[src/rtl/demux_pkg.sv]
// rtl/demux_pkg.sv - shared FSM encoding, clog2 helper and output-width macro for demux_param_nm
`ifndef DEMUX_PKG_SV
`define DEMUX_PKG_SV

// Width of an assembled output word: RATIO lanes of IN_W bits each.
`define DEMUX_OUT_W(in_w, ratio) ((in_w) * (ratio))

package demux_pkg;

    // IDLE: lane index is 0, no word in progress. COLLECT: 0 < idx < RATIO.
    typedef enum logic {
        ST_IDLE    = 1'b0,
        ST_COLLECT = 1'b1
    } state_t;

    // Number of bits needed to hold values 0..value-1.
    function automatic int clog2(input int value);
        int res;
        int v;
        res = 0;
        v   = value - 1;
        while (v > 0) begin
            res = res + 1;
            v   = v >> 1;
        end
        return res;
    endfunction

endpackage

`endif

[src/rtl/demux_lane_ctr.sv]
// rtl/demux_lane_ctr.sv - lane index counter for demux_param_nm
module demux_lane_ctr
    import demux_pkg::*;
#(
    parameter int RATIO = 4,
    parameter int IDX_W = clog2(RATIO)
) (
    input  logic             clk_4f,
    input  logic             reset,
    input  logic             inc,
    input  logic             clr,
    output logic [IDX_W-1:0] idx,
    output logic             last
);

    logic [IDX_W-1:0] idx_q;
    logic [IDX_W-1:0] idx_d;

    // Clear wins over increment so a finished or abandoned word restarts at lane 0.
    always_comb begin
        idx_d = idx_q;
        if (clr) begin
            idx_d = '0;
        end else if (inc) begin
            idx_d = idx_q + IDX_W'(1);
        end
    end

    // Lane index register.
    always_ff @(posedge clk_4f) begin
        if (!reset) begin
            idx_q <= '0;
        end else begin
            idx_q <= idx_d;
        end
    end

    assign idx  = idx_q;
    assign last = (idx_q == IDX_W'(RATIO - 1));

endmodule

[src/rtl/demux_param_nm.sv]
// rtl/demux_param_nm.sv - collects RATIO input lanes into one wide word with pad/drop policy
module demux_param_nm
    import demux_pkg::*;
#(
    parameter int IN_W        = 8,
    parameter int RATIO       = 4,
    parameter int PAD_PARTIAL = 1,
    parameter int CNT_W       = 16
) (
    input  logic                                 clk_4f,
    input  logic                                 reset,
    input  logic [IN_W-1:0]                      data_in,
    input  logic                                 valid,
    output logic [`DEMUX_OUT_W(IN_W, RATIO)-1:0] data_out,
    output logic                                 valid_out,
    output logic                                 partial_out,
    output logic                                 drop_out,
    output logic [CNT_W-1:0]                     word_cnt
);

    localparam int OUT_W = `DEMUX_OUT_W(IN_W, RATIO);
    localparam int IDX_W = clog2(RATIO);

    state_t           state_q;
    state_t           state_d;
    logic [OUT_W-1:0] shreg_q;
    logic [OUT_W-1:0] shreg_d;
    logic [OUT_W-1:0] data_out_q;
    logic [OUT_W-1:0] data_out_d;
    logic             valid_out_q;
    logic             valid_out_d;
    logic             partial_out_q;
    logic             partial_out_d;
    logic             drop_out_q;
    logic             drop_out_d;
    logic [CNT_W-1:0] word_cnt_q;
    logic [CNT_W-1:0] word_cnt_d;

    logic             lane_inc;
    logic             lane_clr;
    logic [IDX_W-1:0] idx;
    logic             last;

    logic [OUT_W-1:0] shifted;
    logic [OUT_W-1:0] padded;
    logic [31:0]      pad_sh;

    demux_lane_ctr #(
        .RATIO (RATIO),
        .IDX_W (IDX_W)
    ) u_lane_ctr (
        .clk_4f (clk_4f),
        .reset  (reset),
        .inc    (lane_inc),
        .clr    (lane_clr),
        .idx    (idx),
        .last   (last)
    );

    // The shift register is a full word wide; older lanes fall off the top, so
    // the low idx*IN_W bits always hold the lanes of the word in progress.
    assign shifted = {shreg_q[OUT_W-IN_W-1:0], data_in};

    // Left-align the idx collected lanes and zero-fill the missing ones.
    assign pad_sh  = 32'(OUT_W) - (32'(idx) * 32'(IN_W));
    assign padded  = shreg_q << pad_sh;

    // Next-state, shift and output decisions; strobes default low every cycle.
    always_comb begin
        state_d       = state_q;
        shreg_d       = shreg_q;
        data_out_d    = data_out_q;
        valid_out_d   = 1'b0;
        partial_out_d = 1'b0;
        drop_out_d    = 1'b0;
        word_cnt_d    = word_cnt_q;
        lane_inc      = 1'b0;
        lane_clr      = 1'b0;
        case (state_q)
            ST_IDLE: begin
                if (valid) begin
                    shreg_d  = shifted;
                    lane_inc = 1'b1;
                    state_d  = ST_COLLECT;
                end
            end
            ST_COLLECT: begin
                if (valid && !last) begin
                    shreg_d  = shifted;
                    lane_inc = 1'b1;
                end else if (valid) begin
                    data_out_d  = shifted;
                    valid_out_d = 1'b1;
                    if (~&word_cnt_q) begin
                        word_cnt_d = word_cnt_q + CNT_W'(1);
                    end
                    lane_clr = 1'b1;
                    state_d  = ST_IDLE;
                end else begin
                    if (PAD_PARTIAL != 0) begin
                        data_out_d    = padded;
                        valid_out_d   = 1'b1;
                        partial_out_d = 1'b1;
                    end else begin
                        drop_out_d = 1'b1;
                    end
                    lane_clr = 1'b1;
                    state_d  = ST_IDLE;
                end
            end
        endcase
    end

    // State register.
    always_ff @(posedge clk_4f) begin
        if (!reset) begin
            state_q <= ST_IDLE;
        end else begin
            state_q <= state_d;
        end
    end

    // Shift register and registered outputs.
    always_ff @(posedge clk_4f) begin
        if (!reset) begin
            shreg_q       <= '0;
            data_out_q    <= '0;
            valid_out_q   <= 1'b0;
            partial_out_q <= 1'b0;
            drop_out_q    <= 1'b0;
            word_cnt_q    <= '0;
        end else begin
            shreg_q       <= shreg_d;
            data_out_q    <= data_out_d;
            valid_out_q   <= valid_out_d;
            partial_out_q <= partial_out_d;
            drop_out_q    <= drop_out_d;
            word_cnt_q    <= word_cnt_d;
        end
    end

    assign data_out    = data_out_q;
    assign valid_out   = valid_out_q;
    assign partial_out = partial_out_q;
    assign drop_out    = drop_out_q;
    assign word_cnt    = word_cnt_q;

endmodule

[config.mk]
export PLATFORM = sky130hd
export DESIGN_NAME = demux_param_nm
export DESIGN_NICKNAME = d
export VERILOG_FILES = /design/src/rtl/demux_pkg.sv /design/src/rtl/demux_lane_ctr.sv /design/src/rtl/demux_param_nm.sv
export SDC_FILE = /design/constraint.sdc
export NUM_CORES = 1
export LEC_CHECK = 0
export BUFFER_PORTS_ARGS = -buffer_cell sky130_fd_sc_hd__buf_2
export CORE_ASPECT_RATIO = 0.7
export CORE_UTILIZATION = 26
export CTS_CLUSTER_DIAMETER = 120
export DETAILED_ROUTE_END_ITERATION = 10
export PLACE_DENSITY = 0.53
export RECOVER_POWER = 25
export SLEW_MARGIN = 10
export SYNTH_ARGS = -nofsm -noshare
export SYNTH_HDL_FRONTEND = slang
export SYNTH_HIERARCHICAL = 1
export SYNTH_SLANG_ARGS = --single-unit
export TNS_END_PERCENT = 20
[constraint.sdc]
create_clock -name clk_4f -period 2.5 [get_ports clk_4f]
set_clock_uncertainty 0.2 [all_clocks]
set_input_delay 0.25 -clock clk_4f [delete_from_list [all_inputs] [get_ports clk_4f]]
set_output_delay 0.25 -clock clk_4f [all_outputs]
set_load 0.01 [all_outputs]
==> summary.md <==
| Metric | Value |
|---|---|
| Hold path depth | `2` |
| Post-layout min period | `2.307 ns` |
| Inst Count DP | `640` |
| Post-Syn Area per Cell | `8.761 um^2` |
| Flop and latch count out of synthesis | `85` |
| Slack of the critical path | `0.1931 ns` |
| Die H | `99.62 um` |
| Die area | `14,090 um^2` |
| Crit path DAT | `2.36 ns` |
| Post-CTS Setup Inserts | `0` |
| Grt ovf | `0` |
| Root buf cell | `clkbuf_16` |
| WL/cell | `15.44 um` |
| DRT iter0 DRCs | `333` |
| TritonCTS clock tree | `yes` |
| Fin crit share | `0.9228` |
| Crit Path Category | `flop to flop` |
| Synth top area cells | `dfxtp_1 48%, nand2_1 8.6%, a222oi_1 8.2%` |
| Clock Path Buffers | `2` |
| Critical Path Start | `u_lane_ctr/idx[0]$_SDFFE_PP0P_` |
| Reg2Reg Setup Slack | `0.19 ns` |
| Crit end category | `flop` |
| Critical path data required time | `2.55 ns` |
| Max Cap Viol | `0` |
| Primary FF master, synth | `dfxtp_1` |
| Std cell rows | `35` |
| Antenna diodes | `0` |
| Yosys top cell area share | `0.4807` |
| Area of the multi-input gates | `1670 um^2` |
| RD Place Congestion | `0.8269` |
| Fin nets | `488` |
| Pin count of the biggest net entering global routing | `47` |
| Max_slew headroom | `0.4392` |
| Hold Vio Cnt, Final | `0` |
| Startpoint Class | `flop` |
| Final Core Density | `0.3377` |
| Area leader, netlist | `dfxtp_1` |
| Antenna violations before repair | `0` |
| Async SR Flop Fraction | `0` |
| Clk_lat worst skew | `0.34 ns` |
| Power Density | `685.8 nW/um^2` |
| H-tree depth | `3` |
| Synthesized Nets | `418` |
| I/O pin count | `62` |
| Status | `completed` |
| Hold Path Class | `input port to flop` |
| Max VDD drop | `0.3598 mV` |
| Clock transition at path regs | `0.06 ns` |
| Die Wd | `141.5 um` |
| Port buffer count | `60` |
| Share of cells above drive strength 1 | `0.1566` |
| Residual DRC | `0` |
| Sequential Area | `1702 um^2` |
| Crit-path max FO | `8` |
| Fill count | `1,362` |
| F_max | `433.5 MHz` |
| Yosys cell types | `42` |
| Vias in the first global route | `3,006` |
| Starting Density | `0.2676` |
| Max-slew violation count | `0` |
| Max stage delay cell, worst path | `or4b_1` |
| Core Box Area | `13,230 um^2` |
| Sequential fraction of the synthesis area | `0.4807` |
| Dpl hpwl | `7122 um` |
| Final Power | `3063 uW` |
| Cell area after synthesis | `3540 um^2` |
| Crit-path cells | `inv_1, ha_1, or4b_1, o22ai_1, buf_4, nand2_1, a21oi_1` |
| Initial DRT Pass Iterations | `6` |
| TritonCTS Buffers | `9` |
| Mapped Cells | `404` |
| LEAKAGE | `0.001589 uW` |
| Antenna viol nets, final | `0` |
| Vias per cell | `5.048` |
| Reg-to-Reg Start | `u_lane_ctr/idx[0]$_SDFFE_PP0P_` |
| Setup slack at placement | `0.1710 ns` |
| Routed WL | `10,250 um` |
| Worst path max stage delay | `0.61 ns` |
| Hold Crit Endpoint | `word_cnt[15]$_SDFFE_PN0P_` |
| Post-synth EDFFs | `0` |
| R2R depth | `7` |
| Hold_sp | `reset` |
| Area grow syn2layout | `26.16%` |
| RSZ-0062 raised after global routing | `no` |
| First-pass GRT wire length | `16,260 um` |
| Syn. warnings | `6` |
| Worst-margin pin slew | `0.8400 ns` |
| Reg-to-Reg End | `data_out[17]$_SDFFE_PN0P_` |
| Final non-filler cell total | `664` |
| Endpoints failing setup | `0` |
| Vias | `3,352` |
| Total Routing Usage GR | `0.1497` |
| CTS sink count | `85` |
| Final TNS setup | `0 ns` |
layout by cell type, fill, tap and decap left out, types with 2 or more instances in the layout:
cell,Yosys,routed
dfxtp_1,85,85
nand2_1,81,81
a21oi_1,57,57
clkbuf_1,16,33
a222oi_1,29,29
buf_2,6,28
nor2_1,27,26
buf_4,3,20
o21ai_0,13,12
clkbuf_16,0,9
mux2i_1,8,8
dlygate4sd3_1,0,8
or3_1,7,7
inv_1,7,6
or4_1,6,6
nand3_1,6,6
and3_1,5,5
mux2_2,5,5
o22ai_1,4,4
nand4_1,4,4
o31ai_1,4,4
a221oi_1,3,3
ha_1,3,3
o41ai_1,2,2
o311ai_0,2,2
bufinv_16,0,2
cell type report:
cell class / count / area share
inverters: 7 / 0.005884
clock inverters: 5 / 0.01849
well taps: 185 / 0.05184
clock buffers: 11 / 0.05436
multi-input cells: 282 / 0.3741
flip-flops and latches: 85 / 0.3811
repair buffers: 89 / 0.1143
routing by layer:
| metal | global-route usage | wire length [um] | up-vias |
|---|---|---|---|
| met1 | 0.2193 | 5237 | 1596 |
| met3 | 0.03948 | 763 | 6 |
| li1 | - | - | 1629 |
| met4 | 0.03970 | 78 | 0 |
| met2 | 0.2140 | 4171 | 121 |
| met5 | 0 | 0 | - |
timing repair:
item	4_1_cts	5_1_grt
hold buffers	8	0
endpoints found under the setup margin	0	3
resized for setup	0	1
hold endpoints to repair	15	0
critical path, delay by kind of cell, from the launching register on:
family | cells | cell delay, ns
and+or+nand+nor | 2 | 0.67
DFF | 1 | 0.38
AOI/OAI and AO/OA | 2 | 0.38
adders and majority gates | 1 | 0.31
buffers and inverters | 2 | 0.29
cells in the mapped netlist (all sizes together) (2+ instances only):
| master | number |
|---|---|
| or4 | 6 |
| a221oi | 3 |
| nand2 | 81 |
| nand3 | 7 |
| nand4 | 4 |
| o41ai | 3 |
| and3 | 5 |
| mux2i | 8 |
| ha | 3 |
| or3 | 7 |
| o311ai | 2 |
| o21ai | 13 |
| a222oi | 29 |
| mux2 | 5 |
| nor4 | 2 |
| o31ai | 4 |
| a21oi | 57 |
| inv | 7 |
| dfxtp | 85 |
| o22ai | 4 |
| buf | 13 |
| clkbuf | 17 |
| nor2 | 27 |
power breakdown:
group | switching, uW | internal (uW) | leakage [uW]
clock | 550 | 907 | 0.000160
combinational | 125 | 76.3 | 0.000741
sequential | 25.6 | 1380 | 0.000688
kinds of logic (layout without fill, tap and decap cells):
group	count (synthesis)	after routing	synth area share
multiplexers	13	13	0.03853
other	1	1	0.001059
flip-flops	85	85	0.4807
AO/OA/AOI/OAI	117	117	0.2262
adder cells (fa/ha/maj)	3	3	0.01061
buffers and inverters	37	112	0.04913
XOR/XNOR	2	2	0.004950
AND/OR/NAND/NOR	146	146	0.1888
worst max-delay path by stage:
stage | endpoint | cells past startpoint
floorplan | data_out[17]$_SDFFE_PN0P_ | 8
global placement | word_cnt[1]$_SDFFE_PN0P_ | 6
detailed placement | word_cnt[1]$_SDFFE_PN0P_ | 6
CTS | word_cnt[1]$_SDFFE_PN0P_ | 6
global route | data_out[18]$_SDFFE_PN0P_ | 7
finish | data_out[17]$_SDFFE_PN0P_ | 7
metrics by stage:
step                      instance area [um^2]  hold WS, ns
after floorplan                           3540       0.1678
after global placement                    4098       0.2424
after detailed placement                  4098       0.2508
after CTS                                 4503      0.03803
after global routing                      4466      0.05888
final                                     4466      0.04391
state kept, by name, summed over array words and instances, names as in the netlist:
register	count
u_lane_ctr/idx	2
word_cnt	16
partial_out	1
data_out	32
shreg_q	32
valid_out	1
state_q	1
Note: power is estimated with default switching activity, not from simulation.
